## config.mk

```make
export PLATFORM = sky130hd
export DESIGN_NAME = ctrl_decode_seq
export DESIGN_NICKNAME = d
export VERILOG_FILES = /design/src/rtl/rv32_ctrl_pkg.sv /design/src/rtl/ctrl_decode_comb.sv /design/src/rtl/ctrl_decode_seq.sv
export SDC_FILE = /design/constraint.sdc
export NUM_CORES = 1
export LEC_CHECK = 0
export CAP_MARGIN = 20
export CELL_PAD_IN_SITES_DETAIL_PLACEMENT = 1
export CELL_PAD_IN_SITES_GLOBAL_PLACEMENT = 1
export CORE_MARGIN = 2
export CORE_UTILIZATION = 45
export DETAILED_ROUTE_END_ITERATION = 10
export DONT_BUFFER_PORTS = 1
export PLACE_DENSITY = 0.78
export SKIP_CTS_REPAIR_TIMING = 1
export SYNTH_ARGS = -nofsm -noshare
export SYNTH_HDL_FRONTEND = slang
export SYNTH_SLANG_ARGS = --single-unit
```

## constraint.sdc

```tcl
create_clock -name clk -period 3 [get_ports clk]
set_input_delay 0.3 -clock clk [delete_from_list [all_inputs] [get_ports clk]]
set_output_delay 0.3 -clock clk [all_outputs]
set_load 0.005 [all_outputs]
```

## src/rtl/rv32_ctrl_pkg.sv

```systemverilog
// rv32_ctrl_pkg
//   Shared definitions for the ID-stage control decode slice:
//   RV32 opcode/funct7 constants, ALU-op groups, immediate-type (IMM_TYPE)
//   encodings, branch/jump and write-back select encodings, the div-hold
//   FSM state enum and the registered control-bundle struct.
//   Build option: RV32M_DECODE_EN (see ctrl_decode_comb / ctrl_decode_seq).
package rv32_ctrl_pkg;

  localparam logic [6:0] OP_LUI    = 7'b0110111;
  localparam logic [6:0] OP_AUIPC  = 7'b0010111;
  localparam logic [6:0] OP_JAL    = 7'b1101111;
  localparam logic [6:0] OP_JALR   = 7'b1100111;
  localparam logic [6:0] OP_BRANCH = 7'b1100011;
  localparam logic [6:0] OP_LOAD   = 7'b0000011;
  localparam logic [6:0] OP_STORE  = 7'b0100011;
  localparam logic [6:0] OP_IMM    = 7'b0010011;
  localparam logic [6:0] OP_REG    = 7'b0110011;
  localparam logic [6:0] OP_FENCE  = 7'b0001111;
  localparam logic [6:0] OP_SYSTEM = 7'b1110011;

  localparam logic [6:0] F7_BASE   = 7'b0000000;
  localparam logic [6:0] F7_ALT    = 7'b0100000;
  localparam logic [6:0] F7_MULDIV = 7'b0000001;

  // alu_op = {group, funct3}; group selects base / alternate (SUB, SRA) / M-ext.
  localparam logic [1:0] ALU_GRP_BASE = 2'b00;
  localparam logic [1:0] ALU_GRP_ALT  = 2'b01;
  localparam logic [1:0] ALU_GRP_MD   = 2'b10;
  localparam logic [4:0] ALU_ADD      = 5'b00000;
  localparam logic [4:0] ALU_SUB      = 5'b01000;
  localparam logic [4:0] ALU_PASSB    = 5'b11000;

  // IMM_TYPE encodings carried on imm_sel.
  localparam logic [3:0] IMM_NONE = 4'd0;
  localparam logic [3:0] IMM_I    = 4'd1;
  localparam logic [3:0] IMM_S    = 4'd2;
  localparam logic [3:0] IMM_B    = 4'd3;
  localparam logic [3:0] IMM_U    = 4'd4;
  localparam logic [3:0] IMM_J    = 4'd5;

  localparam logic [2:0] BJ_NONE   = 3'b000;
  localparam logic [2:0] BJ_BRANCH = 3'b001;
  localparam logic [2:0] BJ_JAL    = 3'b010;
  localparam logic [2:0] BJ_JALR   = 3'b100;

  localparam logic [1:0] WB_ALU = 2'b00;
  localparam logic [1:0] WB_MEM = 2'b01;
  localparam logic [1:0] WB_PC4 = 2'b10;

  typedef enum logic {
    ST_IDLE    = 1'b0,
    ST_DIVHOLD = 1'b1
  } state_e;

  // mem_write = {store, size}; mem_read = {load, funct3}.
  typedef struct packed {
    logic [4:0] alu_op;
    logic       reg_write_en;
    logic [2:0] mem_write;
    logic [3:0] mem_read;
    logic [2:0] branch_jump;
    logic [3:0] imm_sel;
    logic       data1_alu_sel;  // 1: PC as operand A
    logic       data2_alu_sel;  // 1: immediate as operand B
    logic [1:0] wb_sel;
  } ctrl_t;

endpackage

```

## src/rtl/ctrl_decode_comb.sv

```systemverilog
// ctrl_decode_comb
//   Purely combinational RV32I(+M) instruction decoder.
//   Ports:
//     instr_i   in  32  instruction word
//     ctrl_o    out     control bundle (ctrl_t)
//     illegal_o out  1  unknown opcode / funct7
//     is_div_o  out  1  DIV/DIVU/REM/REMU (only with RV32M_DECODE_EN)
//   Build option: RV32M_DECODE_EN enables funct7=0000001 R-type decode.
module ctrl_decode_comb
  import rv32_ctrl_pkg::*;
(
  input  logic [31:0] instr_i,
  output ctrl_t       ctrl_o,
  output logic        illegal_o,
  output logic        is_div_o
);

  logic [6:0] opcode;
  logic [2:0] funct3;
  logic [6:0] funct7;

  assign opcode = instr_i[6:0];
  assign funct3 = instr_i[14:12];
  assign funct7 = instr_i[31:25];

  // Register specifiers are not needed for control decode.
  logic unused_fields;
  assign unused_fields = ^{instr_i[24:15], instr_i[11:7]};

  always_comb begin
    ctrl_o    = '0;
    illegal_o = 1'b0;
    is_div_o  = 1'b0;
    case (opcode)
      OP_LUI: begin
        ctrl_o.reg_write_en  = 1'b1;
        ctrl_o.imm_sel       = IMM_U;
        ctrl_o.data2_alu_sel = 1'b1;
        ctrl_o.alu_op        = ALU_PASSB;
      end
      OP_AUIPC: begin
        ctrl_o.reg_write_en  = 1'b1;
        ctrl_o.imm_sel       = IMM_U;
        ctrl_o.data1_alu_sel = 1'b1;
        ctrl_o.data2_alu_sel = 1'b1;
      end
      OP_JAL: begin
        ctrl_o.reg_write_en  = 1'b1;
        ctrl_o.imm_sel       = IMM_J;
        ctrl_o.data1_alu_sel = 1'b1;
        ctrl_o.data2_alu_sel = 1'b1;
        ctrl_o.branch_jump   = BJ_JAL;
        ctrl_o.wb_sel        = WB_PC4;
      end
      OP_JALR: begin
        ctrl_o.reg_write_en  = 1'b1;
        ctrl_o.imm_sel       = IMM_I;
        ctrl_o.data2_alu_sel = 1'b1;
        ctrl_o.branch_jump   = BJ_JALR;
        ctrl_o.wb_sel        = WB_PC4;
      end
      OP_BRANCH: begin
        ctrl_o.imm_sel     = IMM_B;
        ctrl_o.branch_jump = BJ_BRANCH;
        ctrl_o.alu_op      = ALU_SUB;
      end
      OP_LOAD: begin
        ctrl_o.reg_write_en  = 1'b1;
        ctrl_o.imm_sel       = IMM_I;
        ctrl_o.data2_alu_sel = 1'b1;
        ctrl_o.mem_read      = {1'b1, funct3};
        ctrl_o.wb_sel        = WB_MEM;
      end
      OP_STORE: begin
        ctrl_o.imm_sel       = IMM_S;
        ctrl_o.data2_alu_sel = 1'b1;
        ctrl_o.mem_write     = {1'b1, funct3[1:0]};
      end
      OP_IMM: begin
        ctrl_o.reg_write_en  = 1'b1;
        ctrl_o.imm_sel       = IMM_I;
        ctrl_o.data2_alu_sel = 1'b1;
        ctrl_o.alu_op        = {ALU_GRP_BASE, funct3};
        // funct7 is only an opcode extension for the shift-immediates.
        if (funct3 == 3'b001) begin
          if (funct7 != F7_BASE) illegal_o = 1'b1;
        end else if (funct3 == 3'b101) begin
          if (funct7 == F7_ALT) ctrl_o.alu_op = {ALU_GRP_ALT, funct3};
          else if (funct7 != F7_BASE) illegal_o = 1'b1;
        end
      end
      OP_REG: begin
        ctrl_o.reg_write_en = 1'b1;
        case (funct7)
          F7_BASE: ctrl_o.alu_op = {ALU_GRP_BASE, funct3};
          F7_ALT: begin
            if (funct3 == 3'b000 || funct3 == 3'b101) ctrl_o.alu_op = {ALU_GRP_ALT, funct3};
            else illegal_o = 1'b1;
          end
          F7_MULDIV: begin
`ifdef RV32M_DECODE_EN
            ctrl_o.alu_op = {ALU_GRP_MD, funct3};
            is_div_o      = funct3[2];
`else
            illegal_o = 1'b1;
`endif
          end
          default: illegal_o = 1'b1;
        endcase
      end
      OP_FENCE, OP_SYSTEM: begin
        ctrl_o = '0;
      end
      default: illegal_o = 1'b1;
    endcase
    // An illegal instruction must never write architectural or memory state.
    if (illegal_o) begin
      ctrl_o.reg_write_en = 1'b0;
      ctrl_o.mem_write    = '0;
      ctrl_o.mem_read     = '0;
    end
  end

endmodule

```

## src/rtl/ctrl_decode_seq.sv

```systemverilog
// ctrl_decode_seq
//   ID-stage control decode with valid/ready handshake, one-cycle registered
//   control bundle and a divide hold that stalls decode for DIV_CYCLES.
//   Ports:
//     clk, reset            clock, synchronous active-high reset
//     instr, in_valid       instruction from IF/ID; in_ready = accepted
//     out_valid, out_ready  control bundle handshake toward ID/EX
//     flush                 kill held bundle and any divide hold
//     alu_op .. wb_sel      registered control bundle
//     illegal, busy         registered illegal flag, divide hold active
//   Build option: RV32M_DECODE_EN enables M-extension decode and the hold FSM;
//   without it busy is tied 0.
//
//   state      | meaning
//   -----------+-----------------------------------------------
//   ST_IDLE    | decode accepting when output slot is free
//   ST_DIVHOLD | divide issued; in_ready low while counter runs
module ctrl_decode_seq
  import rv32_ctrl_pkg::*;
#(
  parameter int DIV_CYCLES = 32,
  parameter int CNT_W      = 6
) (
  input  logic        clk,
  input  logic        reset,
  input  logic [31:0] instr,
  input  logic        in_valid,
  output logic        in_ready,
  output logic        out_valid,
  input  logic        out_ready,
  input  logic        flush,
  output logic [4:0]  alu_op,
  output logic        reg_write_en,
  output logic [2:0]  mem_write,
  output logic [3:0]  mem_read,
  output logic [2:0]  branch_jump,
  output logic [3:0]  imm_sel,
  output logic        data1_alu_sel,
  output logic        data2_alu_sel,
  output logic [1:0]  wb_sel,
  output logic        illegal,
  output logic        busy
);

  if (DIV_CYCLES < 2 || DIV_CYCLES > 64 || (2 ** CNT_W) < DIV_CYCLES) begin : g_param_chk
    $error("ctrl_decode_seq: DIV_CYCLES must be 2..64 and fit in CNT_W bits");
  end

  ctrl_t dec_ctrl;
  logic  dec_illegal;
  logic  dec_is_div;

  ctrl_decode_comb u_dec (
    .instr_i   (instr),
    .ctrl_o    (dec_ctrl),
    .illegal_o (dec_illegal),
    .is_div_o  (dec_is_div)
  );

  ctrl_t bundle_q;
  logic  out_valid_q;
  logic  illegal_q;
  logic  busy_int;
  logic  accept;

  // Flush wins over a same-cycle accept, so in_ready drops with it to keep
  // the upstream handshake truthful.
  assign in_ready = !busy_int && (!out_valid_q || out_ready) && !flush;
  assign accept   = in_valid && in_ready;

  always_ff @(posedge clk) begin
    if (reset) begin
      bundle_q    <= '0;
      out_valid_q <= 1'b0;
      illegal_q   <= 1'b0;
    end else if (flush) begin
      out_valid_q <= 1'b0;
      illegal_q   <= 1'b0;
    end else if (accept) begin
      bundle_q    <= dec_ctrl;
      illegal_q   <= dec_illegal;
      out_valid_q <= 1'b1;
    end else if (out_ready) begin
      out_valid_q <= 1'b0;
    end
  end

`ifdef RV32M_DECODE_EN
  state_e           state_q, state_d;
  logic [CNT_W-1:0] cnt_q, cnt_d;

  always_ff @(posedge clk) begin
    if (reset) begin
      state_q <= ST_IDLE;
      cnt_q   <= '0;
    end else begin
      state_q <= state_d;
      cnt_q   <= cnt_d;
    end
  end

  // Counter loads DIV_CYCLES-1 and the hold exits the cycle after it reads 0,
  // giving DIV_CYCLES busy cycles.
  always_comb begin
    state_d = state_q;
    cnt_d   = cnt_q;
    case (state_q)
      ST_IDLE: begin
        if (accept && dec_is_div) begin
          state_d = ST_DIVHOLD;
          cnt_d   = CNT_W'(DIV_CYCLES - 1);
        end
      end
      ST_DIVHOLD: begin
        if (cnt_q == '0) state_d = ST_IDLE;
        else             cnt_d   = cnt_q - CNT_W'(1);
      end
      default: state_d = ST_IDLE;
    endcase
    if (flush) begin
      state_d = ST_IDLE;
      cnt_d   = '0;
    end
  end

  assign busy_int = (state_q == ST_DIVHOLD);
`else
  logic unused_is_div;
  assign unused_is_div = dec_is_div;
  assign busy_int      = 1'b0;
`endif

  assign out_valid     = out_valid_q;
  assign illegal       = illegal_q;
  assign busy          = busy_int;
  assign alu_op        = bundle_q.alu_op;
  assign reg_write_en  = bundle_q.reg_write_en;
  assign mem_write     = bundle_q.mem_write;
  assign mem_read      = bundle_q.mem_read;
  assign branch_jump   = bundle_q.branch_jump;
  assign imm_sel       = bundle_q.imm_sel;
  assign data1_alu_sel = bundle_q.data1_alu_sel;
  assign data2_alu_sel = bundle_q.data2_alu_sel;
  assign wb_sel        = bundle_q.wb_sel;

endmodule
```

==> qor.csv <==
stage,metric,value,unit
sta,finalSetupTns,0,ns
worst_setup_path,crit_chain,nand2b_1 > nand3b_4 > nor3_1 > o41ai_1 > a21oi_1,
global_routing,grt_max_degree,28,
sta,hold_violations,0,
sta,rsz0062_at_grt,false,
power_and_ir_drop,seqPwrFrac,0.602,
placement,pre_cts_ws,1.313,ns
logic_synthesis,synthFlopType,dfxtp_1,
worst_setup_path,crit_type,reg2reg,
cts,clkTransAtPathRegs,0.16,ns
power_and_ir_drop,power,0.5657,mW
worst_setup_path,critPathMaxFanout,27,
sta,finClkSkew,0.005275,ns
sta,max_freq,579.3,MHz
power_and_ir_drop,internal_power,0.4099,mW
worst_setup_path,end_kind,flop,
logic_synthesis,synth_seq_area_share,0.3980,
cts,clock_latency,0.34,ns
floorplan,dieArea,3233,sq um
sta,timing.final.ws_setup,1.274,ns
worst_setup_path,critical_path_buf_inv_count,0,
placement,dpl.hpwl,2373,um
sta,slew_headroom,0.6047,
sta,final-setup-viol-count,0,
worst_setup_path,worstSetupStartpointType,flop,
worst_setup_path,slowest_delay,0.54,ns
global_routing,grt_use_total,0.2202,
placement,gp_congestion,0.7929,
global_routing,gr-total-overflow,0,
logic_synthesis,ys_types,42,
power_and_ir_drop,p_per_area,429.8,nW/um^2
routing,wl_per_cell,18.49,um
worst_setup_path,reg2reg_setup_slack,1.27,ns
finish,nets,193,
global_routing,grt_pass1_wl,5561,um
sta,tightest_slew,0.5880,ns
finish,drive_gt1_frac,0.08387,
finish,n_antenna_cell,0,
routing,num_vias,1125,
power_and_ir_drop,clockPowerShare,0.301,
power_and_ir_drop,power_frac_comb,0.097,
routing,drc_errors,0,
worst_setup_path,required,3.29,ns
logic_synthesis,ys_seq_elements,25,
cts,cts_max_level,1,
floorplan,die_w,56.86,um
sta,slew_violations,0,
worst_hold_path,min-delay-path-class,in2reg,
logic_synthesis,synth_warnings,0,
global_routing,first_global_vias,1164,
routing,antenna_left,0,
placement,port_buffers,0,
logic_synthesis,synthArstFlopShare,0,
finish,final_util,0.4857,
logic_synthesis,syn_inst,157,
logic_synthesis,synth_edf_count,0,
floorplan,start_util,0.4640,
logic_synthesis,yosysTopAreaCell,dfxtp_1,
worst_setup_path,crit_family,simple AND/OR/NAND/NOR gates,
sta,min_period,1.726,ns
power_and_ir_drop,swShare,0.2754,
logic_synthesis,syn_area,1257,sq um
logic_synthesis,yosysTopAreaCellShare,0.3980,
power_and_ir_drop,switchingPower,0.1558,mW
cts,cts_tree,yes,
global_routing,antenna_found_initial,0,
cts,clockBufferDepth,2,
routing,routed_wl,3440,um
logic_synthesis,syn_avg_cell_area,8.009,sq um
floorplan,ios,65,
cts,cts.sinks,25,
cts,root_buffer,clkbuf_4,
run_status,status,completed,
power_and_ir_drop,ir_worst_vdd,0.3022,mV
floorplan,rows,19,
floorplan,die_h,56.86,um
logic_synthesis,synth.area.top_cells,"dfxtp_1, nor2_1, a21oi_1",
floorplan,core-area,2710,sq um
power_and_ir_drop,power_leakage,0.4659,nW
finish,n_fill_cell,355,
run,maxCapViolCount,0,
worst_setup_path,cp.arrival,2.01,ns
cts,cts_buffers,3,
routing,firstDrtPassIters,4,
finish,area_growth,4.676,%
sta,post-route-period-util,0.5754,
routing,drt_iter0_drc,34,
routing,viasPerCell,6.048,
sta,finalHoldWorstSlack,0.01158,ns
worst_setup_path,worst_path_max_delay_cell,nor3_1,
## power groups by stage
stage	Combinational [mW]	Sequential (mW)	Clock, mW
after floorplan	0.0495	0.347	0
after global placement	0.0455	0.348	0
after detailed placement	0.0475	0.348	0
after CTS	0.0478	0.341	0.170
after global routing	0.0611	0.342	0.180
final	0.0547	0.341	0.170
## kinds of logic (layout without fill, tap and decap cells)
logic type,after synthesis,count (layout),share of synthesized area
AND/OR/NAND/NOR,78,78,0.3443
XOR/XNOR,1,1,0.006966
flip-flops,25,25,0.3980
AO/OA/AOI/OAI,37,37,0.1950
other,1,2,0.002982
buffers and inverters,15,12,0.05273
## metrics by stage
stage               instances  area, sq um
finish                    186         1316
global placement          179         1256
global route              186         1316
floorplan                 158         1261
detailed placement        179         1256
CTS                       183         1286
## path summary, 6_finish.rpt
| path | start | end | cells past startpoint |
|---|---|---|---|
| worst max-delay path | out_valid$_SDFFE_PP0P_ | data2_alu_sel$_SDFFE_PP0P_ | 5 |
| worst min-delay path | reset | imm_sel[2]$_SDFFE_PP0P_ | 1 |
| worst max register to register | out_valid$_SDFFE_PP0P_ | data2_alu_sel$_SDFFE_PP0P_ | 5 |
| worst min register to register | branch_jump[1]$_SDFFE_PP0P_ | branch_jump[1]$_SDFFE_PP0P_ | 2 |
## synth_stat cells (all sizes together), types with 2 or more instances
cell type and n:
a22oi 5, and3 3, nor3b 4, dfxtp 25, nand3 5, nand2 14, o21ai 5, clkbuf 7
buf 4, a31oi 2, nor2 26, nand3b 2, inv 4, nor2b 3, a21oi 16, nor3 10
o41ai 3, nand4 2
## placed cells by master (no fill, tap or decap), drive strengths merged, types with 2 or more instances in the layout
| cell type | instances |
|---|---|
| nor3b | 4 |
| o21ai | 5 |
| nor3 | 10 |
| dfxtp | 25 |
| nor2 | 26 |
| o41ai | 3 |
| nand3 | 5 |
| a31oi | 2 |
| nand4 | 2 |
| a21oi | 16 |
| and3 | 3 |
| clkbuf | 3 |
| nand2 | 14 |
| conb | 2 |
| a22oi | 5 |
| nand3b | 2 |
| nor2b | 3 |
| inv | 4 |
| dlygate4sd3 | 3 |
## layout make-up
cell class	count	area, sq um	share of cell area
sequential	25	500.5	0.3802
multi-input combinational	118	694.4	0.5276
clock buffer	3	22.52	0.01711
tap	31	38.79	0.02947
clock inverter	1	7.507	0.005703
inverter	4	15.01	0.01141
timing repair buffer	4	37.54	0.02852
## sequential cells by signal, indices dropped and copies added (netlist names)
name	count
imm_sel	3
data2_alu_sel	1
data1_alu_sel	1
reg_write_en	1
out_valid	1
illegal	1
alu_op	5
wb_sel	2
mem_read	4
mem_write	3
branch_jump	3
## metal layers
layer | part of all wire | up-vias | wire [um] | global-route usage
li1 | - | 546 | - | -
met1 | 0.44 | 537 | 1516 | 0.2739
met2 | 0.48 | 37 | 1648 | 0.3738
met3 | 0.069 | 5 | 236 | 0.05991
met4 | 0.011 | 0 | 38 | 0.05980
met5 | 0 | - | 0 | 0
No activity file was read; power rests on OpenSTA's default activity.
